**config.mk**
```make
export PLATFORM = sky130hd
export DESIGN_NAME = mem_access
export DESIGN_NICKNAME = d
export VERILOG_FILES = /design/src/rtl/mem_access.sv
export SDC_FILE = /design/constraint.sdc
export NUM_CORES = 1
export LEC_CHECK = 0
export BUFFER_PORTS_ARGS = -buffer_cell sky130_fd_sc_hd__buf_2
export CAP_MARGIN = 30
export CORE_AREA = 2 2 96 98
export CTS_BUF_LIST = sky130_fd_sc_hd__clkbuf_4 sky130_fd_sc_hd__clkbuf_8
export DETAILED_ROUTE_END_ITERATION = 7
export DIE_AREA = 0 0 98 100
export GPL_ROUTABILITY_DRIVEN = 0
export PLACE_DENSITY = 0.78
export SYNTH_ARGS = -nofsm -noshare
export SYNTH_HDL_FRONTEND = slang
export SYNTH_SLANG_ARGS = --single-unit
export TNS_END_PERCENT = 20
```
**constraint.sdc**
```tcl
create_clock -name CLK -period 2 [get_ports CLK]
set_input_delay 0.3 -clock CLK [delete_from_list [all_inputs] [get_ports CLK]]
set_output_delay 0.3 -clock CLK [all_outputs]
set_load 0.05 [all_outputs]
```
**src/rtl/mem_access.sv**
```systemverilog
// mem_access: memory-access stage with data RAM issue, UART handshake stall, branch resolve/squash and write-back
module mem_access #(
  parameter int INST_MEM_WIDTH = 2,
  parameter int DATA_MEM_WIDTH = 10
) (
  input  logic                      CLK,
  input  logic                      reset,
  input  logic                      distinct,
  input  logic                      RegWrite,
  input  logic                      MemWrite,
  input  logic                      MemRead,
  input  logic                      UARTtoReg,
  input  logic                      RegtoUART,
  input  logic [1:0]                MemtoReg,
  input  logic [1:0]                Branch,
  input  logic [31:0]               register_data,
  input  logic [31:0]               alu_result,
  input  logic [4:0]                rdist,
  input  logic [25:0]               inst_index,
  input  logic [INST_MEM_WIDTH-1:0] pc1,
  input  logic [INST_MEM_WIDTH-1:0] pc2,
  output logic                      stall,
  output logic                      dmem_en,
  output logic                      dmem_we,
  output logic [DATA_MEM_WIDTH-1:0] dmem_addr,
  output logic [31:0]               dmem_wdata,
  input  logic [31:0]               dmem_rdata,
  input  logic [7:0]                uart_rx_data,
  input  logic                      uart_rx_valid,
  output logic                      uart_rx_ready,
  output logic [7:0]                uart_tx_data,
  output logic                      uart_tx_valid,
  input  logic                      uart_tx_ready,
  output logic                      branch_taken,
  output logic [INST_MEM_WIDTH-1:0] branch_target,
  output logic                      RegWrite_wb,
  output logic                      distinct_wb,
  output logic [4:0]                rdist_wb,
  output logic [31:0]               wb_data
);
  typedef struct packed {
    logic                      distinct;
    logic                      reg_write;
    logic                      mem_write;
    logic                      mem_read;
    logic                      uart_to_reg;
    logic                      reg_to_uart;
    logic [1:0]                mem_to_reg;
    logic [1:0]                branch;
    logic [31:0]               register_data;
    logic [31:0]               alu_result;
    logic [4:0]                rdist;
    logic [25:0]               inst_index;
    logic [INST_MEM_WIDTH-1:0] pc1;
    logic [INST_MEM_WIDTH-1:0] pc2;
  } stage_t;
  typedef enum logic [1:0] {RUN, WAIT_RX, WAIT_TX} state_t;
  state_t     state_q, state_d;
  stage_t     s_q, s_d, live, bubble;
  logic [7:0] rx_byte_q, rx_byte_d;
  logic       unused_s;
  assign live = {distinct, RegWrite, MemWrite, MemRead, UARTtoReg, RegtoUART, MemtoReg, Branch,
                 register_data, alu_result, rdist, inst_index, pc1, pc2};
  always_comb begin
    bubble = '0;
    bubble.branch = 2'b11;
  end
  assign stall = state_q != RUN;
  assign branch_taken = ~stall & (s_q.branch == 2'b00 ? s_q.alu_result == 32'd0 :
                                  s_q.branch == 2'b01 ? s_q.alu_result != 32'd0 :
                                  s_q.branch == 2'b10);
  assign branch_target = ~branch_taken ? '0 :
                         s_q.branch == 2'b10 ? s_q.inst_index[INST_MEM_WIDTH-1:0] : s_q.pc2;
  // Memory is issued from the live inputs so read data lands while the instruction sits in S.
  assign dmem_en = (MemRead | MemWrite) & ~stall & ~branch_taken & ~reset;
  assign dmem_we = MemWrite & ~stall & ~branch_taken & ~reset;
  assign dmem_addr = alu_result[DATA_MEM_WIDTH-1:0];
  assign dmem_wdata = register_data;
  assign uart_rx_ready = state_q == WAIT_RX;
  assign uart_tx_valid = state_q == WAIT_TX;
  assign uart_tx_data = uart_tx_valid ? s_q.register_data[7:0] : 8'd0;
  assign RegWrite_wb = s_q.reg_write & ~stall;
  assign distinct_wb = s_q.distinct;
  assign rdist_wb = s_q.rdist;
  assign wb_data = s_q.uart_to_reg ? {24'd0, rx_byte_q} :
                   s_q.mem_to_reg == 2'b00 ? s_q.alu_result :
                   s_q.mem_to_reg == 2'b01 ? dmem_rdata :
                   s_q.mem_to_reg == 2'b10 ? {{(32-INST_MEM_WIDTH){1'b0}}, s_q.pc1} : 32'd0;
  assign unused_s = ^{s_q.mem_write, s_q.mem_read, s_q.reg_to_uart, s_q.register_data[31:8],
                      s_q.inst_index[25:INST_MEM_WIDTH]};
  always_comb begin
    s_d = stall ? s_q : branch_taken ? bubble : live;
    rx_byte_d = (state_q == WAIT_RX && uart_rx_valid) ? uart_rx_data : rx_byte_q;
    state_d = state_q;
    if (state_q == RUN)
      state_d = branch_taken ? RUN : UARTtoReg ? WAIT_RX : RegtoUART ? WAIT_TX : RUN;
    else if (state_q == WAIT_RX)
      state_d = uart_rx_valid ? RUN : WAIT_RX;
    else if (state_q == WAIT_TX)
      state_d = uart_tx_ready ? RUN : WAIT_TX;
    else
      state_d = RUN;
  end
  always_ff @(posedge CLK) begin
    if (reset) begin
      s_q <= bubble;
      state_q <= RUN;
      rx_byte_q <= 8'd0;
    end else begin
      s_q <= s_d;
      state_q <= state_d;
      rx_byte_q <= rx_byte_d;
    end
  end
endmodule

```
# Yosys cells after proc, flatten, opt, wreduce, memory -nomap -nowiden
# Cells that the tools add are included.
dict set report classes {
  muxes 18
  reduce_logical 7
  n_bitwise 12
  n_eq_ne 6
}
# operator n
set op_table {}
lappend op_table {{109-bit two-way mux} 1}
lappend op_table {{32-bit two-way mux} 3}
lappend op_table {{32-bit zero test} 1}
lappend op_table {{32-bit nonzero test} 1}
lappend op_table {{2-bit two-way mux} 10}
lappend op_table {{1-bit bitwise AND} 8}
lappend op_table {{8-bit two-way mux} 1}
lappend op_table {{2-bit by 1-bit equality test with 1-bit output, second input constant} 3}
lappend op_table {{2-bit equality test, second input constant} 3}
lappend op_table {{2-bit zero test} 3}
lappend op_table {{1-bit two-way mux} 3}
lappend op_table {{1-bit inverter} 3}
lappend op_table {{2-bit nonzero test} 1}
lappend op_table {{1-bit logical AND} 1}
lappend op_table {{1-bit OR} 1}
dict set report word_totals {
  in_bits 153
  out_inout_bits 97
  ff_bits 68
}

# Depth between registers and ports, before layout
dict set report depth {
  word_depth 7
  ltp_mapped 7
  mapped_depth_nobuf 5
}

# Worst setup path before layout
# Ideal clock, no wire load.
dict set report synth_path {
  kind {register to output}
  start {register s_q[101] (netlist name)}
  end {output wb_data[3]}
  n_path_buf 2
  path_stages_with_launch 5
  path_slack_ns -0.570
  arrival_time_ns 2.270
  cell_sequence {dfxtp_1 clkbuf_1 clkbuf_1 mux2i_1 o21ai_0}
}
dict set report synth_between {
  elab_chain_len 4
  elab_cells_between_ends 5
  classes_between {eq/ne: 1; mux: 3; reduce/logical: 1}
}
# item line_no
set synth_lines {}
lappend synth_lines {{start, declared} 59} ;# stage_t s_q, s_d, live, bubble;
lappend synth_lines {{start signal, assigned} 106} ;# s_q <= bubble;
lappend synth_lines {{2-bit by 1-bit equality test with 1-bit output} 87} ;# s_q.mem_to_reg == 2'b01 ? dmem_rdata :
lappend synth_lines {{32-bit two-way mux} 87}
lappend synth_lines {{32-bit two-way mux (*)} 86} ;# s_q.mem_to_reg == 2'b00 ? s_q.alu_result :
lappend synth_lines {{32-bit two-way mux (*)} 85} ;# assign wb_data = s_q.uart_to_reg ? {24'd0, rx_byte_q} :
lappend synth_lines {{end, declared} 39} ;# output logic [31:0] wb_data
# Every way passes the cells marked *; elsewhere a longest branch is shown, timed or not.

# Worst setup path in the final report
dict set report layout_path {
  start {register s_q[41] (netlist name)}
  end {output branch_target[0]}
}
dict set report layout_between {
  elab_chain_len 5
  elab_cells_between_ends 6
  classes_between {mux: 3; bitwise: 1; reduce/logical: 2}
}
# item line_no
set layout_lines {}
lappend layout_lines {{32-bit nonzero test} 70} ;# s_q.branch == 2'b01 ? s_q.alu_result != 32'd0 :
lappend layout_lines {{1-bit two-way mux} 70}
lappend layout_lines {{1-bit two-way mux (*)} 69} ;# assign branch_taken = ~stall & (s_q.branch == 2'b00 ? s_q.alu_result == 32'd0 :
lappend layout_lines {{1-bit bitwise AND (*)} 69}
lappend layout_lines {{2-bit two-way mux (*)} 72} ;# assign branch_target = ~branch_taken ? '0 :
lappend layout_lines {{end, declared} 35} ;# output logic [INST_MEM_WIDTH-1:0] branch_target,
# Marks and branches as above.

==> impl_metrics.yaml <==
outcome:
  status: "finished with violations"
  violations: "negative setup slack"
power:
  switching_share_pct: 41.78
  p_seq_share_pct: 30.0
  leakagePower_nw: 2.310
  ir_worst_vdd_v: 0.0004950
  combPwrFrac_pct: 50.7
  p_per_area_nw_per_um2: 1163
  clkPwrFrac_pct: 19.4
  p_int_mw: 3.383
  fin_total_pwr_mw: 5.812
  p_sw_mw: 2.428
detailed_routing:
  via_per_inst: 5.353
  first_pass_iters: 4
  via_count: 3490
  route.detailed.drc: 0
  wl_mm: 11.05
  routedWlPerCell_um: 16.95
  drt_iter0_markers: 116
  ant_nets: 0
clock_network:
  numCtsBuffers: 9
  hold_buffers: 0
  clock-sinks: 68
  cts.path.max_buffers: 2
  clkSlewWorstSetupHoldPaths_ns: 0.08
  root_buffer: "clkbuf_8"
  htreeDepth: 3
  clk_latency_ns: 0.33
  cts_tree: "yes"
synthesis:
  yosysTopAreaCell: "dfxtp_1"
  ys_warn_count: 0
  netlist-cell-type-count: 33
  synth_seq_cells: 68
  synth_ff_type: "dfxtp_1"
  synthCells: 360
  synth_edf_count: 0
  synth_area_leaders: "dfxtp_1, a32o_1, buf_4"
  synth_top_area_share_pct: 40.04
  synth_area_per_cell_um2: 9.443
  synth_nets: 513
  synth_seq_area_share_pct: 40.04
  synth_area_um2: 3400
  async_reset_ff_share_pct: 0
global_routing:
  grt_use_total_pct: 21.14
  grt_max_degree: 59
  gr-total-overflow: 0
  first_global_vias: 3481
  antenna_found_initial: 1
  grt_pass1_wl_mm: 16.70
setup_path:
  arrival_ns: 2.20
  slowest_stage: "nor4_2"
  cpPeakStageDelay_ns: 0.39
  cp-end-kind: "output pin"
  worstPathRequired_ns: 1.70
  startpoint_type: "flop"
  crit_chain: "nor4_2, nand4_1, nor2_2, xor2_2, a32o_2, buf_8"
  crit_path_max_fanout: 3
  crit_type: "reg2out"
floorplan:
  fp-row-count: 35
  io_pins: 250
  core_region_area_um2: 8890
  die_h_um: 100
  die-area_um2: 9800
  start_util_pct: 38.24
  die_x_um: 98
sta:
  finalCritPeriodShare_pct: 125.2
  tightest_slew_ns: 0.8710
  worst_slack_ns: -0.5036
  rsz0062_at_grt: "yes"
  slew_headroom_pct: 41.80
  hold_viol: 0
  setup-violations-final: 57
  finalMaxSlewViolations: 0
  max_freq_ghz: 0.3994
  period_needed_ns: 2.504
  skew_ns: 0.007852
cells_and_area:
  finalInstanceArea_um2: 4999
  n_fill_cell: 797
  drive_gt1_share_pct: 53.60
  syn_to_final_growth_pct: 47.04
  layout.nets: 689
  antennaDiodeCount: 0
place:
  dp_hpwl_mm: 7.616
  io_buffers: 177
  post_dp_cell_area_um2: 4436
run:
  drv_cap: 0
min_path:
  hold_path_class: "in2reg"
layout make-up:
class                           instances  area [um^2]  share of cell area (%)
Clock buffer                           11        138.9                   2.778
Tap cell                              111        138.9                   2.778
Sequential cell                        68         1368                   27.36
Clock inverter                          5        52.55                   1.051
Timing Repair Buffer                  243         1603                   32.07
Multi-Input combinational cell        213         1694                   33.89
Inverter                                1        3.754                 0.07509
synthesized netlist by cell type, types with 2 or more instances:
| cell | n |
|---|---|
| clkbuf_1 | 27 |
| o21ai_0 | 8 |
| buf_1 | 2 |
| nand4_1 | 3 |
| nor2_1 | 34 |
| buf_4 | 47 |
| nand2_1 | 19 |
| a21oi_1 | 8 |
| and2_1 | 9 |
| dfxtp_1 | 68 |
| buf_6 | 2 |
| nor4_1 | 9 |
| a32o_1 | 58 |
| nor3_1 | 3 |
| nand3_1 | 9 |
| mux2i_1 | 34 |
| nor2b_1 | 3 |
| mux2_2 | 2 |
what timing repair did:
action | in CTS | in global routing
resized for setup | 30 | 12
buffers inserted | 6 | 4
cloned | 2 | 3
pin swaps | 58 | 8
endpoints found under the setup margin | 91 | 62
power groups by stage:
stage | sequential (mW) | clock (mW) | combinational (mW)
detailed placement | 1.74 | 0 | 2.51
floorplan | 1.72 | 0 | 1.85
CTS | 1.73 | 1.15 | 2.77
global route | 1.77 | 1.21 | 3.11
global placement | 1.73 | 0 | 2.46
finish | 1.74 | 1.12 | 2.95
path summary, 6_finish.rpt:
kind	from	to	slack, ns	depth (start not counted)
hold / removal	rdist[3]	rdist_wb[3]$_SDFFE_PP0N_	0.21	2
setup / recovery	s_q[41]$_SDFFE_PP0N_	branch_target[0]	-0.50	6
hold reg to reg	rx_byte_q[5]$_SDFFE_PP0P_	rx_byte_q[5]$_SDFFE_PP0P_	0.46	2
setup reg to reg	s_q[41]$_SDFFE_PP0N_	s_q[45]$_SDFFE_PP0N_	-0.17	8
stage by stage:
step | cells | setup TNS [ns] | hold slack [ns] | setup slack (ns) | util, %
floorplan | 360 | -3.147 | 0.4329 | -0.1331 | -
global placement | 622 | -9.707 | 0.4374 | -0.2884 | 49.89
detailed placement | 622 | -10.32 | 0.4483 | -0.2800 | 49.89
CTS | 646 | -4.755 | 0.1925 | -0.4660 | 54.62
global route | 652 | -11.89 | 0.1888 | -0.6121 | 56.23
finish | 652 | -6.902 | 0.2106 | -0.5036 | 56.23
worst max-delay path: cells and delay by family (launching register included):
kind,cells,cell delay (ns)
simple gates,3,0.95
flops,1,0.33
compound gates,1,0.24
xor+xnor,1,0.21
buf+inv,1,0.15
sequential cells by signal, summed over array words and instances, names as in the netlist:
name	flops
s_q	52
rx_byte_q	8
rdist_wb	5
state_q	2
distinct_wb	1
cells in the final DEF (no fill, tap or decap), types with 4 or more instances in the layout:
cell,netlist,layout
nand2_1,19,19
a32o_1,58,55
nor2_1,34,29
a21oi_1,8,8
buf_4,47,53
mux2i_1,34,34
nand3_1,9,9
buf_6,2,5
o21ai_2,0,6
dfxtp_1,68,65
and2_1,9,9
clkbuf_8,0,9
nor4_1,9,4
buf_2,0,172
buf_12,0,5
metal layers:
metal	global-route usage [%]	part of all wire [%]	wire length [um]	vias up
li1	-	-	-	1661
met1	23.40	39	4356	1670
met2	38.83	53	5807	143
met3	6.407	7.0	770	14
met4	6.731	0.94	104	2
met5	0	0.12	13	-
logic make-up (layout without fill, tap and decap cells):
kind of cell    count (synthesis)  in the layout  share of synthesized area [%]
mux                            36             36                          10.67
flops                          68             68                          40.04
buf+inv                        79            260                          14.35
compound gates                 81             81                          21.27
simple gates                   94             94                          13.14
xor+xnor                        2              2                         0.5154
(Power assumes the default switching activity.)
